==> config.mk <==
export PLATFORM = sky130hd
export DESIGN_NAME = pong_game_ctrl
export DESIGN_NICKNAME = d
export VERILOG_FILES = /design/src/rtl/pong_pkg.sv /design/src/rtl/pong_paddle.sv /design/src/rtl/pong_game_ctrl.sv
export SDC_FILE = /design/constraint.sdc
export NUM_CORES = 1
export LEC_CHECK = 0
export BUFFER_PORTS_ARGS = -buffer_cell sky130_fd_sc_hd__clkbuf_2
export CAP_MARGIN = 10
export CORE_UTILIZATION = 45
export DETAILED_ROUTE_END_ITERATION = 16
export GPL_TIMING_DRIVEN = 0
export PLACE_DENSITY_LB_ADDON = 0.08
export SYNTH_ARGS = -nofsm -noshare
export SYNTH_HDL_FRONTEND = slang
export SYNTH_SLANG_ARGS = --single-unit
export TNS_END_PERCENT = 5
==> constraint.sdc <==
create_clock -name dclk -period 5.5 [get_ports dclk]
set_input_delay 0.55 -clock dclk [delete_from_list [all_inputs] [get_ports dclk]]
set_output_delay 0.55 -clock dclk [all_outputs]
set_load 0.05 [all_outputs]
==> src/rtl/pong_pkg.sv <==
// Shared playfield geometry, state encoding and coordinate width for the Pong game sequencer.
package pong_pkg;

    localparam int COORD_W = 10;

    // Inner playfield bounds in active-area pixels (inclusive).
    localparam int FIELD_X_MIN = 50;
    localparam int FIELD_X_MAX = 589;
    localparam int FIELD_Y_MIN = 50;
    localparam int FIELD_Y_MAX = 429;

    localparam int PAD_L_FACE  = 70;
    localparam int PAD_R_FACE  = 570;
    localparam int PAD_Y_MIN   = 50;
    localparam int PAD_Y_MAX   = 330;
    localparam int PAD_Y_RESET = 190;

    localparam int SERVE_X = 316;
    localparam int SERVE_Y = 236;

    typedef enum logic [2:0] {
        ST_IDLE  = 3'd0,
        ST_SERVE = 3'd1,
        ST_PLAY  = 3'd2,
        ST_POINT = 3'd3,
        ST_OVER  = 3'd4
    } game_state_e;

endpackage

==> src/rtl/pong_paddle.sv <==
// One paddle: vertical position register that steps on enable and clamps to the paddle travel range.
module pong_paddle
    import pong_pkg::*;
#(
    parameter int STEP    = 4,
    parameter int RESET_Y = PAD_Y_RESET,
    parameter int Y_MIN   = PAD_Y_MIN,
    parameter int Y_MAX   = PAD_Y_MAX
) (
    input  logic               clk_i,
    input  logic               rst_n_i,
    input  logic               en_i,
    input  logic               load_i,
    input  logic               up_i,
    input  logic               dn_i,
    output logic [COORD_W-1:0] y_o
);

    localparam int WW = COORD_W + 1;

    logic [COORD_W-1:0] y_q, y_d;
    logic [WW-1:0]      y_wide;

    // One extra bit keeps y-STEP below Y_MIN from wrapping before the clamp.
    always_comb begin
        y_wide = {1'b0, y_q};
        if (up_i && !dn_i) begin
            y_wide = {1'b0, y_q} - WW'(STEP);
        end else if (dn_i && !up_i) begin
            y_wide = {1'b0, y_q} + WW'(STEP);
        end
        if (y_wide < WW'(Y_MIN)) begin
            y_wide = WW'(Y_MIN);
        end else if (y_wide > WW'(Y_MAX)) begin
            y_wide = WW'(Y_MAX);
        end

        y_d = y_q;
        if (load_i) begin
            y_d = COORD_W'(RESET_Y);
        end else if (en_i) begin
            y_d = COORD_W'(y_wide);
        end
    end

    always_ff @(posedge clk_i) begin
        if (!rst_n_i) begin
            y_q <= COORD_W'(RESET_Y);
        end else begin
            y_q <= y_d;
        end
    end

    assign y_o = y_q;

endmodule

==> src/rtl/pong_game_ctrl.sv <==
// Pong game sequencer: serve/play/point/over phases, ball motion and scoring, advanced once per frame_tick.
module pong_game_ctrl
    import pong_pkg::*;
#(
    parameter int BALL_SIZE    = 8,
    parameter int BALL_STEP    = 2,
    parameter int PAD_H        = 100,
    parameter int PAD_STEP     = 4,
    parameter int WIN_SCORE    = 9,
    parameter int SERVE_FRAMES = 60
) (
    input  logic               dclk,
    input  logic               clr_n,
    input  logic               frame_tick,
    input  logic               start,
    input  logic               btn_up_l,
    input  logic               btn_dn_l,
    input  logic               btn_up_r,
    input  logic               btn_dn_r,
    output logic [COORD_W-1:0] ball_x,
    output logic [COORD_W-1:0] ball_y,
    output logic [COORD_W-1:0] pad_l_y,
    output logic [COORD_W-1:0] pad_r_y,
    output logic [3:0]         score_l,
    output logic [3:0]         score_r,
    output logic [2:0]         game_state,
    output logic               point_pulse,
    output logic               game_over
);

    localparam int SW    = COORD_W + 1;
    localparam int CNT_W = $clog2(SERVE_FRAMES);
    typedef logic signed [SW-1:0] scoord_t;

    localparam scoord_t K_STEP  = scoord_t'(BALL_STEP);
    localparam scoord_t K_SIZE  = scoord_t'(BALL_SIZE);
    localparam scoord_t K_PAD_H = scoord_t'(PAD_H);
    localparam scoord_t K_TOP   = scoord_t'(FIELD_Y_MIN);
    localparam scoord_t K_BOT   = scoord_t'(FIELD_Y_MAX + 1);
    localparam scoord_t K_LFACE = scoord_t'(PAD_L_FACE);
    localparam scoord_t K_RFACE = scoord_t'(PAD_R_FACE);
    localparam scoord_t K_LGOAL = scoord_t'(FIELD_X_MIN);
    localparam scoord_t K_RGOAL = scoord_t'(FIELD_X_MAX + 1);
    localparam logic [3:0] K_WIN = 4'(WIN_SCORE);

    game_state_e        state_q, state_d;
    logic [COORD_W-1:0] ball_x_q, ball_x_d, ball_y_q, ball_y_d;
    logic               dx_q, dx_d, dy_q, dy_d, serve_dy_q, serve_dy_d;
    logic               scorer_l_q, scorer_l_d;
    logic [CNT_W-1:0]   cnt_q, cnt_d;
    logic [3:0]         score_l_q, score_l_d, score_r_q, score_r_d;
    logic               pad_en, pad_load;

    scoord_t bx, by, nx, ny, pl, pr, bx_nxt, by_nxt;
    logic    dx_nxt, dy_nxt, ov_l, ov_r, left_scores, right_scores;
    logic [3:0] sl_inc, sr_inc;
    logic    point_won;

    // Candidate ball motion for this frame; dx/dy high means moving right/down.
    always_comb begin
        bx = scoord_t'({1'b0, ball_x_q});
        by = scoord_t'({1'b0, ball_y_q});
        pl = scoord_t'({1'b0, pad_l_y});
        pr = scoord_t'({1'b0, pad_r_y});
        nx = dx_q ? bx + K_STEP : bx - K_STEP;
        ny = dy_q ? by + K_STEP : by - K_STEP;
        ov_l = (ny + K_SIZE > pl) && (ny < pl + K_PAD_H);
        ov_r = (ny + K_SIZE > pr) && (ny < pr + K_PAD_H);

        by_nxt = ny;
        dy_nxt = dy_q;
        if (!dy_q && ny <= K_TOP) begin
            by_nxt = K_TOP;
            dy_nxt = 1'b1;
        end else if (dy_q && ny + K_SIZE >= K_BOT) begin
            by_nxt = K_BOT - K_SIZE;
            dy_nxt = 1'b0;
        end

        bx_nxt       = nx;
        dx_nxt       = dx_q;
        left_scores  = 1'b0;
        right_scores = 1'b0;
        if (!dx_q && nx <= K_LFACE) begin
            if (ov_l) begin
                bx_nxt = K_LFACE;
                dx_nxt = 1'b1;
            end else begin
                right_scores = (nx <= K_LGOAL);
            end
        end else if (dx_q && nx + K_SIZE >= K_RFACE) begin
            if (ov_r) begin
                bx_nxt = K_RFACE - K_SIZE;
                dx_nxt = 1'b0;
            end else begin
                left_scores = (nx + K_SIZE >= K_RGOAL);
            end
        end
    end

    assign sl_inc    = (score_l_q < K_WIN) ? score_l_q + 4'd1 : score_l_q;
    assign sr_inc    = (score_r_q < K_WIN) ? score_r_q + 4'd1 : score_r_q;
    assign point_won = scorer_l_q ? (sl_inc == K_WIN) : (sr_inc == K_WIN);

    always_comb begin
        state_d    = state_q;
        ball_x_d   = ball_x_q;
        ball_y_d   = ball_y_q;
        dx_d       = dx_q;
        dy_d       = dy_q;
        serve_dy_d = serve_dy_q;
        scorer_l_d = scorer_l_q;
        cnt_d      = cnt_q;
        score_l_d  = score_l_q;
        score_r_d  = score_r_q;
        pad_en     = 1'b0;
        pad_load   = 1'b0;
        case (state_q)
            ST_IDLE: begin
                if (start) begin
                    state_d = ST_SERVE;
                    cnt_d   = '0;
                end
            end
            ST_SERVE: begin
                if (frame_tick) begin
                    pad_en = 1'b1;
                    if (cnt_q == CNT_W'(SERVE_FRAMES - 1)) begin
                        state_d = ST_PLAY;
                    end else begin
                        cnt_d = cnt_q + CNT_W'(1);
                    end
                end
            end
            ST_PLAY: begin
                if (frame_tick) begin
                    pad_en   = 1'b1;
                    ball_x_d = COORD_W'(bx_nxt);
                    ball_y_d = COORD_W'(by_nxt);
                    dx_d     = dx_nxt;
                    dy_d     = dy_nxt;
                    if (left_scores || right_scores) begin
                        state_d    = ST_POINT;
                        scorer_l_d = left_scores;
                    end
                end
            end
            ST_POINT: begin
                if (scorer_l_q) begin
                    score_l_d = sl_inc;
                end else begin
                    score_r_d = sr_inc;
                end
                state_d    = point_won ? ST_OVER : ST_SERVE;
                cnt_d      = '0;
                ball_x_d   = COORD_W'(SERVE_X);
                ball_y_d   = COORD_W'(SERVE_Y);
                // Serve toward the player who just lost the point.
                dx_d       = scorer_l_q;
                dy_d       = ~serve_dy_q;
                serve_dy_d = ~serve_dy_q;
            end
            ST_OVER: begin
                if (start) begin
                    state_d   = ST_SERVE;
                    cnt_d     = '0;
                    score_l_d = '0;
                    score_r_d = '0;
                    pad_load  = 1'b1;
                    ball_x_d  = COORD_W'(SERVE_X);
                    ball_y_d  = COORD_W'(SERVE_Y);
                end
            end
            default: state_d = ST_IDLE;
        endcase
    end

    always_ff @(posedge dclk) begin
        if (!clr_n) begin
            state_q    <= ST_IDLE;
            ball_x_q   <= COORD_W'(SERVE_X);
            ball_y_q   <= COORD_W'(SERVE_Y);
            dx_q       <= 1'b1;
            dy_q       <= 1'b1;
            serve_dy_q <= 1'b1;
            scorer_l_q <= 1'b0;
            cnt_q      <= '0;
            score_l_q  <= '0;
            score_r_q  <= '0;
        end else begin
            state_q    <= state_d;
            ball_x_q   <= ball_x_d;
            ball_y_q   <= ball_y_d;
            dx_q       <= dx_d;
            dy_q       <= dy_d;
            serve_dy_q <= serve_dy_d;
            scorer_l_q <= scorer_l_d;
            cnt_q      <= cnt_d;
            score_l_q  <= score_l_d;
            score_r_q  <= score_r_d;
        end
    end

    pong_paddle #(.STEP(PAD_STEP)) u_pad_l (
        .clk_i   (dclk),
        .rst_n_i (clr_n),
        .en_i    (pad_en),
        .load_i  (pad_load),
        .up_i    (btn_up_l),
        .dn_i    (btn_dn_l),
        .y_o     (pad_l_y)
    );

    pong_paddle #(.STEP(PAD_STEP)) u_pad_r (
        .clk_i   (dclk),
        .rst_n_i (clr_n),
        .en_i    (pad_en),
        .load_i  (pad_load),
        .up_i    (btn_up_r),
        .dn_i    (btn_dn_r),
        .y_o     (pad_r_y)
    );

    assign ball_x      = ball_x_q;
    assign ball_y      = ball_y_q;
    assign score_l     = score_l_q;
    assign score_r     = score_r_q;
    assign game_state  = state_q;
    assign point_pulse = (state_q == ST_POINT);
    assign game_over   = (state_q == ST_OVER);

endmodule

==> results.md, run 1 <==
- Critical path capture point: ball_x[3]$_SDFFE_PN1P_
- Post CTS Setup Buffer Count: 0
- Share of power burned in registers: 0.166
- Max-cap check violation count: 0
- Remaining design rule violation count: 0
- Synthesized flop and latch total: 57
- Post-Synthesis Cell Area: 6100 µm²
- Die H: 118 µm
- Share of the clock period used by the worst path: 0.924
- Warnings from Yosys: 0
- WL per Instance: 16.8 µm
- Number of buffers added by the clock tree synthesis step: 9
- Post-synth top flop: dfxtp_1
- Clock net sink count: 57
- Result of the run: complete, no violations
- Routed vias: 6,139
- Final setup fails: 0
- Clock tree from TritonCTS: done
- Hold Vio Cnt, Final: 0
- Worst VDD drop: 364 µV
- Placer's final routability congestion estimate: 0.941
- Endpoint kind of the worst setup timing path: flop
- Total overflow reported by the global router: 0
- Endpoint of the lowest-slack register-to-register path: ball_x[3]$_SDFFE_PN1P_
- Setup repair after global routing missed its margin: no
- Placement Rows: 42
- Die Area: 14,000 µm²
- Area Overhead vs Synth: 13.3%
- Max Clock Freq: 0.197 GHz
- Reg-to-Reg Start: dy_q$_SDFFE_PN1P_
- Buffer depth of the longest clock path: 2
- Total track usage: 0.255
- Number of nets in the layout: 937
- Number of diodes added for antenna fixing: 0
- Area post-placement: 6600 µm²
- IO Port Bufs: 54
- Sw Pwr: 0.00141 W
- Worst Setup Path Type: flop to flop
- Endpoint required time on the critical path: 5690 ps
- Post-synthesis sequential area ratio: 0.187
- Root Buffer: clkbuf_16
- Count of nets left with antenna violations after detail routing: 0
- Clock tree skew after final layout: 9.60 ps
- Maximum number of pins on one net before global-route repair: 12
- Count of flip-flops with a built-in enable after synthesis: 0
- Power, Total: 0.00293 W
- HP Class: flop to flop
- Clock network fraction of total power: 0.190
- Area contributors post-synth: dfxtp_1 19%, ha_1 15%, a21oi_1 5.7%
- Number of detailed-route iterations in the first pass: 7
- Vias in the first global route: 5,917
- Worst Reg-to-Reg Cells: 19
- Startpoint type of the worst setup path: flop
- Finished Core Util: 0.522
- Initial antenna violation count: 0
- DRT Wirelength: 17,400 µm
- Fraction of power spent switching nets: 0.483
- Maximum level of the CTS H-tree: 3
- Leading area contributor after synthesis: dfxtp_1
- Areal power density over the cells: 424 nW/µm²
- Ranking of synthesized cells by instance count: 72 x ha_1, 72 x nand2_1, 69 x a21oi_1
- Remaining max-slew budget at the tightest pin: 0.445
- Part of the power in combinational logic: 0.644
- Pins over their slew limit: 0
- Clk Latency, worst-skew pair: 340 ps
- Starting DRT DRC Count: 331
- Via density per instance: 5.93
- Share of the synthesized area in the top cell type: 0.187
- Crit path DAT: 5270 ps
- Reg clk slew, reported paths: 50 ps
- Placeable Area: 13,200 µm²
- Unique cell type count in the Yosys netlist: 95
- Fraction of layout instances using a drive strength above 1: 0.138
- First-pass GRT wire length: 28,800 µm
- Synthesized instance count: 788
- Io pins: 61
- Worst R2R Setup Slack: 420 ps
- Cell area after layout: 6910 µm²
- Leakage Power: 3.02 nW
- Async set-reset flop share out of synthesis: 0
- Design internal power: 0.00151 W
- Die width: 118 µm
- Mean cell area of the mapped netlist: 7.74 µm²
- Initial Utilization: 0.460
- Crit path max fanout: 11
- DPL Wire Length: 13,800 µm
- Shortest clock period the worst path allows after layout: 5080 ps
- Slew @ Worst Pin: 826 ps
- Startpoint of the most critical setup path: dy_q$_SDFFE_PN1P_
==> how the worst min path moves through the flow <==
stage                                       from                      to  slack [ps]  depth (start not counted)
final                      cnt_q[5]$_SDFFE_PN0P_   cnt_q[5]$_SDFFE_PN0P_         490                          2
after global routing      ball_x[9]$_SDFFE_PN0P_  ball_x[9]$_SDFFE_PN0P_         520                          2
after CTS                 ball_x[7]$_SDFFE_PN0P_  ball_x[7]$_SDFFE_PN0P_         490                          2
after detailed placement  ball_x[7]$_SDFFE_PN0P_  ball_x[7]$_SDFFE_PN0P_         490                          2
after global placement     cnt_q[5]$_SDFFE_PN0P_   cnt_q[5]$_SDFFE_PN0P_         480                          2
after floorplan            cnt_q[5]$_SDFFE_PN0P_   cnt_q[5]$_SDFFE_PN0P_         460                          2
==> cell families after synthesis <==
| logic type | after synthesis | synth area share |
|---|---|---|
| and+or+nand+nor | 276 | 0.238 |
| AOI/OAI and AO/OA | 242 | 0.279 |
| buffers and inverters | 84 | 0.0550 |
| adders and majority gates | 74 | 0.154 |
| DFF | 57 | 0.187 |
| xor gates and xnor gates | 52 | 0.0831 |
| muxes | 2 | 0.00328 |
| other | 1 | 0.000615 |
==> flip-flops by register name, summed over array words and instances (netlist names) <==
name / count
scorer_l_q: 1
game_state: 3
score_l: 4
score_r: 4
dy_q: 1
ball_y: 9
u_pad_l.y_o: 9
ball_x: 9
u_pad_r.y_o: 9
cnt_q: 6
serve_dy_q: 1
dx_q: 1
==> final cells by class <==
type | count | area (µm²)
fill | 1344 | 6330
multi-input combinational | 650 | 4660
sequential | 57 | 1140
timing repair buffer | 54 | 270
clock buffer | 11 | 233
tap | 176 | 220
inverter | 56 | 210
buffer | 27 | 121
clock inverter | 5 | 56.3
==> per-stage QoR <==
stage	instances	setup slack, ps	setup TNS (ps)	hold slack (ps)
after floorplan	791	944	0	458
after global routing	1036	120	0	521
after CTS	1036	185	0	493
after global placement	1021	-207	-1340	476
after detailed placement	1021	-272	-2210	488
final	1036	418	0	492
==> timing repair <==
| action | CTS | global route |
|---|---|---|
| hold buffers | 0 | 0 |
| resized for setup | 2 | 2 |
| endpoints found under the setup margin | 12 | 12 |
==> power groups by stage <==
stage | Clock (W) | Sequential [W] | Combinational (W)
after floorplan | 0 | 0.000563 | 0.00141
after detailed placement | 0 | 0.000493 | 0.00186
after global routing | 0.000583 | 0.000490 | 0.00208
final | 0.000557 | 0.000485 | 0.00188
after CTS | 0.000566 | 0.000485 | 0.00187
after global placement | 0 | 0.000491 | 0.00182
==> cells in the final DEF, fill, tap and decap left out, types with 10 or more instances in the layout <==
cell type,netlist,routed
o21a_1,10,10
a21o_1,15,15
inv_1,49,49
and3_1,10,10
nor2_1,49,49
nand2_1,72,72
ha_1,72,72
dfxtp_1,57,56
nand2b_1,10,10
clkbuf_1,20,21
nand3_1,34,34
o211ai_1,12,12
clkbuf_2,0,54
nand4_1,15,15
xnor2_1,37,37
a21oi_1,69,69
nor3_1,21,21
o21ai_0,36,36
==> per-layer routing <==
metal	up-vias	GRT usage	wire (µm)
met1	2914	0.319	7910
met4	0	0.100	351
met3	35	0.0362	683
li1	3038	-	-
met2	152	0.439	8430
met5	-	0	0
==> worst max-delay path, stage by stage, from the launching register on <==
cell and delay, ps:
dfxtp_2 480, inv_1 240, ha_1 390, a21oi_1 100, o21ai_1 380, xor2_4 350
ha_1 280, o211ai_1 140, nor3_1 250, xnor2_1 280, ha_1 340, nand3_1 120
nor3_1 50, a221o_1 250, a31oi_1 140, o21ai_0 180, nor4b_2 380, o21a_1 250
a21o_2 220, o211ai_1 110
Note: power is estimated with default switching activity, not from simulation.
==> run 2, diff against run 1 <==
--- a/config.mk
+++ b/config.mk
@@ -10,6 +10,7 @@
 export CORE_UTILIZATION = 45
 export DETAILED_ROUTE_END_ITERATION = 16
 export GPL_TIMING_DRIVEN = 0
+export MAX_ROUTING_LAYER = met4
 export PLACE_DENSITY_LB_ADDON = 0.08
 export SYNTH_ARGS = -nofsm -noshare
 export SYNTH_HDL_FRONTEND = slang
==> results.md, run 2 (synthesis gave the netlist of run 1 again) <==
- Areal power density over the cells: 420 nW/µm²
- Worst Setup Path Type: flop to flop
- DPL Wire Length: 13,800 µm
- CTS Hold Bufs: 0
- WL per Instance: 16.8 µm
- Finished Core Util: 0.522
- Final-layout setup total negative slack: 0 ps
- Highest-count cells in the layout ignoring fill and taps: 72 x nand2_1, 72 x ha_1, 69 x a21oi_1, 57 x dfxtp_1, 55 x clkbuf_2
- Die width: 118 µm
- Buffer depth of the longest clock path: 2
- Reg clk slew, reported paths: 50 ps
- Clk Latency, worst-skew pair: 330 ps
- Startpoint of the most critical setup path: dy_q$_SDFFE_PN1P_
- IO Port Bufs: 54
- Crit path DAT: 5340 ps
- Count of nets left with antenna violations after detail routing: 0
- Starting DRT DRC Count: 332
- Area Overhead vs Synth: 13.4%
- Fraction of layout instances using a drive strength above 1: 0.141
- Worst R2R Setup Slack: 340 ps
- Dpl cells: 1,021
- Shortest clock period the worst path allows after layout: 5160 ps
- Global routing met1 resource utilization: 0.322
- Die H: 118 µm
- Critical path capture point: ball_x[3]$_SDFFE_PN1P_
- Endpoint kind of the worst setup timing path: flop
- Share of the clock period used by the worst path: 0.939
- Maximum number of pins on one net before global-route repair: 12
- Endpoint of the lowest-slack register-to-register path: ball_x[3]$_SDFFE_PN1P_
- Maximum level of the CTS H-tree: 3
- Final setup fails: 0
- First-pass GRT wire length: 28,500 µm
- Area post-placement: 6600 µm²
- Startpoint type of the worst setup path: flop
- Number of filler instances in the final layout: 1,334
- Final instance count without filler cells: 1,039
- Most used routing layer in global routing: met2
- Hold-critical path depth: 2
- Number of nets in the layout: 940
- Initial Utilization: 0.460
- Remaining design rule violation count: 0
- Initial antenna violation count: 0
- Reg-to-Reg Start: dy_q$_SDFFE_PN1P_
- Leakage Power: 3.02 nW
- Via density per instance: 5.92
- Io pins: 61
- Clock tree from TritonCTS: done
- Met2 Usage GRT: 0.442
- Endpoint required time on the critical path: 5680 ps
- Clock tree skew after final layout: 8.55 ps
- Number of buffers added by the clock tree synthesis step: 9
- Vias in the first global route: 5,796
- Slew @ Worst Pin: 782 ps
- Root Buffer: clkbuf_16
- Worst Reg-to-Reg Cells: 20
- Worst VDD drop: 494 µV
- Clock net sink count: 57
- Placement Rows: 42
- Routed vias: 6,151
- Die Area: 14,000 µm²
- Hold Vio Cnt, Final: 0
- Crit path max fanout: 10
- Result of the run: complete, no violations
- Total track usage: 0.259
- Placer's final routability congestion estimate: 0.960
- Pins over their slew limit: 0
- DRT Wirelength: 17,500 µm
- Number of detailed-route iterations in the first pass: 5
- HP Class: flop to flop
- Setup repair after global routing missed its margin: no
- Placeable Area: 13,200 µm²
- Max-cap check violation count: 0
- Met3 GRT Util: 0.0328
- Total overflow reported by the global router: 0
- Remaining max-slew budget at the tightest pin: 0.479
- Number of diodes added for antenna fixing: 0
- Max Clock Freq: 0.194 GHz
- Cell area after layout: 6910 µm²
==> run 2: cell count changes in the layout (fill, tap and decap cells not counted), sizes merged <==
cell	before	now
clkbuf	84	86
clkinvlp	1	2
clkinv	6	5
buf	8	10
bufinv	1	0
==> run 2: where the power goes <==
| part | switching (W) | internal [W] |
|---|---|---|
| clock | 0.000206 | 0.000317 |
| sequential | 0.0000401 | 0.000444 |
| combinational | 0.00117 | 0.000722 |
==> run 2: timing repair <==
| item | 4_1_cts | 5_1_grt |
|---|---|---|
| setup buffers | 2 | 0 |
| endpoints found under the setup margin | 12 | 12 |
| pin swaps | 1 | 0 |
| gates resized for setup | 2 | 3 |
==> run 2: cell type report <==
| cell class | instances | area, µm² | area share |
|---|---|---|---|
| Multi-Input combinational cell | 650 | 4650 | 0.673 |
| Sequential cell | 57 | 1140 | 0.165 |
| Timing Repair Buffer | 56 | 285 | 0.0413 |
| Clock buffer | 12 | 246 | 0.0357 |
| Tap cell | 176 | 220 | 0.0319 |
| Inverter | 56 | 210 | 0.0304 |
| Buffer | 28 | 126 | 0.0183 |
| Clock inverter | 4 | 28.8 | 0.00416 |
==> run 2: metal layers <==
| layer | up-vias | share of wire |
|---|---|---|
| met3 | 28 | 0.037 |
| li1 | 3059 | - |
| met1 | 2917 | 0.46 |
| met4 | 0 | 0.013 |
| met5 | - | 0 |
| met2 | 147 | 0.49 |
==> run 2: how the worst min path moves through the flow <==
stage | from | end | slack (ps)
2_1_floorplan | cnt_q[5]$_SDFFE_PN0P_ | cnt_q[5]$_SDFFE_PN0P_ | 460
3_3_place_gp | cnt_q[5]$_SDFFE_PN0P_ | cnt_q[5]$_SDFFE_PN0P_ | 480
3_5_place_dp | cnt_q[5]$_SDFFE_PN0P_ | cnt_q[5]$_SDFFE_PN0P_ | 480
4_1_cts | cnt_q[5]$_SDFFE_PN0P_ | cnt_q[5]$_SDFFE_PN0P_ | 480
5_1_grt | ball_x[9]$_SDFFE_PN0P_ | ball_x[9]$_SDFFE_PN0P_ | 510
6_report | cnt_q[5]$_SDFFE_PN0P_ | cnt_q[5]$_SDFFE_PN0P_ | 490
==> run 2: stage by stage <==
stage | total power [W] | hold WS (ps) | worst slack, ps
after floorplan | 0.00197 | 458 | 944
after global placement | 0.00231 | 479 | -191
after detailed placement | 0.00236 | 477 | -280
after CTS | 0.00290 | 485 | 52.8
after global routing | 0.00311 | 508 | 82.1
final | 0.00290 | 487 | 336
==> run 2: critical path: stages (launching register included) <==
cell	delay [ps]
dfxtp_1	350
clkbuf_2	270
inv_1	220
ha_1	400
a21o_1	220
and2_1	170
nor3_1	200
xor2_1	460
inv_2	190
a21o_1	230
and2_1	200
ha_1	300
a21o_1	110
a21oi_1	70
a221o_1	320
a31oi_1	160
o21ai_0	170
a211oi_1	370
o21a_1	280
a21o_2	210
o211ai_1	110
==> run 3, diff against run 2 <==
--- a/config.mk
+++ b/config.mk
@@ -5,13 +5,15 @@
 export SDC_FILE = /design/constraint.sdc
 export NUM_CORES = 1
 export LEC_CHECK = 0
-export BUFFER_PORTS_ARGS = -buffer_cell sky130_fd_sc_hd__clkbuf_2
 export CAP_MARGIN = 10
+export CELL_PAD_IN_SITES_DETAIL_PLACEMENT = 1
+export CELL_PAD_IN_SITES_GLOBAL_PLACEMENT = 1
 export CORE_UTILIZATION = 45
 export DETAILED_ROUTE_END_ITERATION = 16
+export DONT_BUFFER_PORTS = 1
 export GPL_TIMING_DRIVEN = 0
 export MAX_ROUTING_LAYER = met4
-export PLACE_DENSITY_LB_ADDON = 0.08
+export PLACE_DENSITY_LB_ADDON = 0.1
 export SYNTH_ARGS = -nofsm -noshare
 export SYNTH_HDL_FRONTEND = slang
 export SYNTH_SLANG_ARGS = --single-unit
==> results.md, run 3 (synthesis gave the netlist of run 1 again) <==
- Endpoint of the lowest-slack register-to-register path: ball_x[1]$_SDFFE_PN0P_
- HP Class: input port to flop
- Share of the clock period used by the worst path: 0.963
- Startpoint of the most critical setup path: ball_y[1]$_SDFFE_PN0P_
- CTS Hold Bufs: 0
- Endpoint kind of the worst setup timing path: flop
- Hold Vio Cnt, Final: 0
- DRT Wirelength: 19,300 µm
- Shortest clock period the worst path allows after layout: 5290 ps
- Crit path DAT: 5540 ps
- Hold-critical path depth: 2
- Endpoint with the worst hold slack: ball_y[4]$_SDFFE_PN0P_
- IO Port Bufs: 0
- Root Buffer: clkbuf_16
- Post-route worst hold slack: 456 ps
- Finished Core Util: 0.505
- Die H: 118 µm
- Clock tree skew after final layout: 15.8 ps
- Max-cap check violation count: 0
- Start point of the worst hold path: clr_n
- Worst VDD drop: 351 µV
- First-pass GRT wire length: 31,400 µm
- Worst R2R Setup Slack: 210 ps
- Slew @ Worst Pin: 907 ps
- Setup repair after global routing missed its margin: no
- Endpoint required time on the critical path: 5740 ps
- Crit path max fanout: 6
- Initial Utilization: 0.460
- Number of diodes added for antenna fixing: 0
- Count of nets left with antenna violations after detail routing: 0
- DPL Wire Length: 15,300 µm
- Starting DRT DRC Count: 306
- Total overflow reported by the global router: 0
- Placeable Area: 13,200 µm²
- Clk Latency, worst-skew pair: 350 ps
- Pins over their slew limit: 0
- Final-layout setup total negative slack: 0 ps
- Final setup fails: 0
- Placer's final routability congestion estimate: 0.933
- WL per Instance: 19.6 µm
- Clock net sink count: 57
- Buffer depth of the longest clock path: 2
- Die width: 118 µm
- Maximum level of the CTS H-tree: 3
- Io pins: 61
- Worst Reg-to-Reg Cells: 19
- Reg-to-Reg Start: ball_y[1]$_SDFFE_PN0P_
- Highest-count cells in the layout ignoring fill and taps: 72 x nand2_1, 72 x ha_1, 69 x a21oi_1, 55 x dfxtp_1, 49 x nor2_1
- Reg clk slew, reported paths: 60 ps
- Total track usage: 0.288
- Startpoint type of the worst setup path: flop
- Worst Setup Path Type: flop to flop
- Vias in the first global route: 6,248
- Areal power density over the cells: 442 nW/µm²
- Routed vias: 6,082
- Area Overhead vs Synth: 9.73%
- Die Area: 14,000 µm²
- Number of detailed-route iterations in the first pass: 4
- Leakage Power: 2.80 nW
- Via density per instance: 6.17
- Number of nets in the layout: 887
- Clock tree from TritonCTS: done
- Number of buffers added by the clock tree synthesis step: 9
- Remaining design rule violation count: 0
- Remaining max-slew budget at the tightest pin: 0.395
- Initial antenna violation count: 0
- Result of the run: complete, no violations
- Max Clock Freq: 0.189 GHz
- Fraction of layout instances using a drive strength above 1: 0.0938
- Maximum number of pins on one net before global-route repair: 12
- Placement Rows: 42
-- run 3: changes by cell type in the layout (fill, tap and decap cells not counted), sizes merged --
cell / before / now
inv: 53 / 52
buf: 10 / 11
clkbuf: 86 / 32
clkinvlp: 2 / 3
-- run 3: how the worst max path moves through the flow --
stage | endpoint | slack [ps] | cells past startpoint
after global placement | ball_x[1]$_SDFFE_PN0P_ | -410 | 20
after detailed placement | ball_x[1]$_SDFFE_PN0P_ | -530 | 20
final | ball_x[1]$_SDFFE_PN0P_ | 210 | 19
after CTS | ball_x[1]$_SDFFE_PN0P_ | 90 | 20
after floorplan | ball_x[1]$_SDFFE_PN0P_ | 940 | 20
after global routing | ball_x[1]$_SDFFE_PN0P_ | 6 | 19
-- run 3: area by class of cell --
cell class                 instances  area (µm²)
fill                            1663        6550
multi-input combinational        650        4680
sequential                        57        1140
clock buffer                      12         246
tap                              176         220
inverter                          56         214
buffer                            28         129
clock inverter                     4        28.8
timing repair buffer               3        22.5
-- run 3: power breakdown --
part	internal (W)	switching, W	leakage, nW
Sequential	0.000444	0.000125	0.462
Combinational	0.000711	0.00114	2.21
Clock	0.000317	0.000219	0.129
-- run 3: per-stage QoR --
step | cell area, µm² | power, W | cells | setup slack, ps
floorplan | 6110 | 0.00197 | 791 | 944
CTS | 6630 | 0.00295 | 983 | 87.2
finish | 6690 | 0.00296 | 986 | 205
detailed placement | 6330 | 0.00239 | 967 | -526
global route | 6690 | 0.00317 | 986 | 6.07
global placement | 6330 | 0.00230 | 967 | -406
-- run 3: critical path: stages (launching register included) --
cell	delay, ps
dfxtp_2	540
inv_1	240
fa_1	520
nand2b_1	200
a21oi_1	190
xnor2_1	180
inv_1	240
o2111a_1	320
nand3_1	190
and2_1	230
ha_1	310
a21o_1	110
a21oi_1	90
a221o_1	330
a31oi_1	140
o21ai_0	210
nor4b_2	430
o21a_1	310
a21oi_1	110
a311oi_1	310
-- run 3: per-layer routing --
layer  up-vias  GRT usage  wire, µm
met5         -          -         0
met4         0      0.126       574
met3        44     0.0545       760
met2       125      0.505      9820
met1      2964      0.318      8160
li1       2949          -         -
-- run 3: timing repair --
| item | in CTS | in global routing |
|---|---|---|
| gates resized for setup | 5 | 9 |
| pin swaps | 0 | 2 |
| setup buffers | 0 | 3 |
| endpoints found under the hold margin | 0 | 0 |
| setup endpoints to repair | 12 | 10 |
| cloned | 0 | 0 |
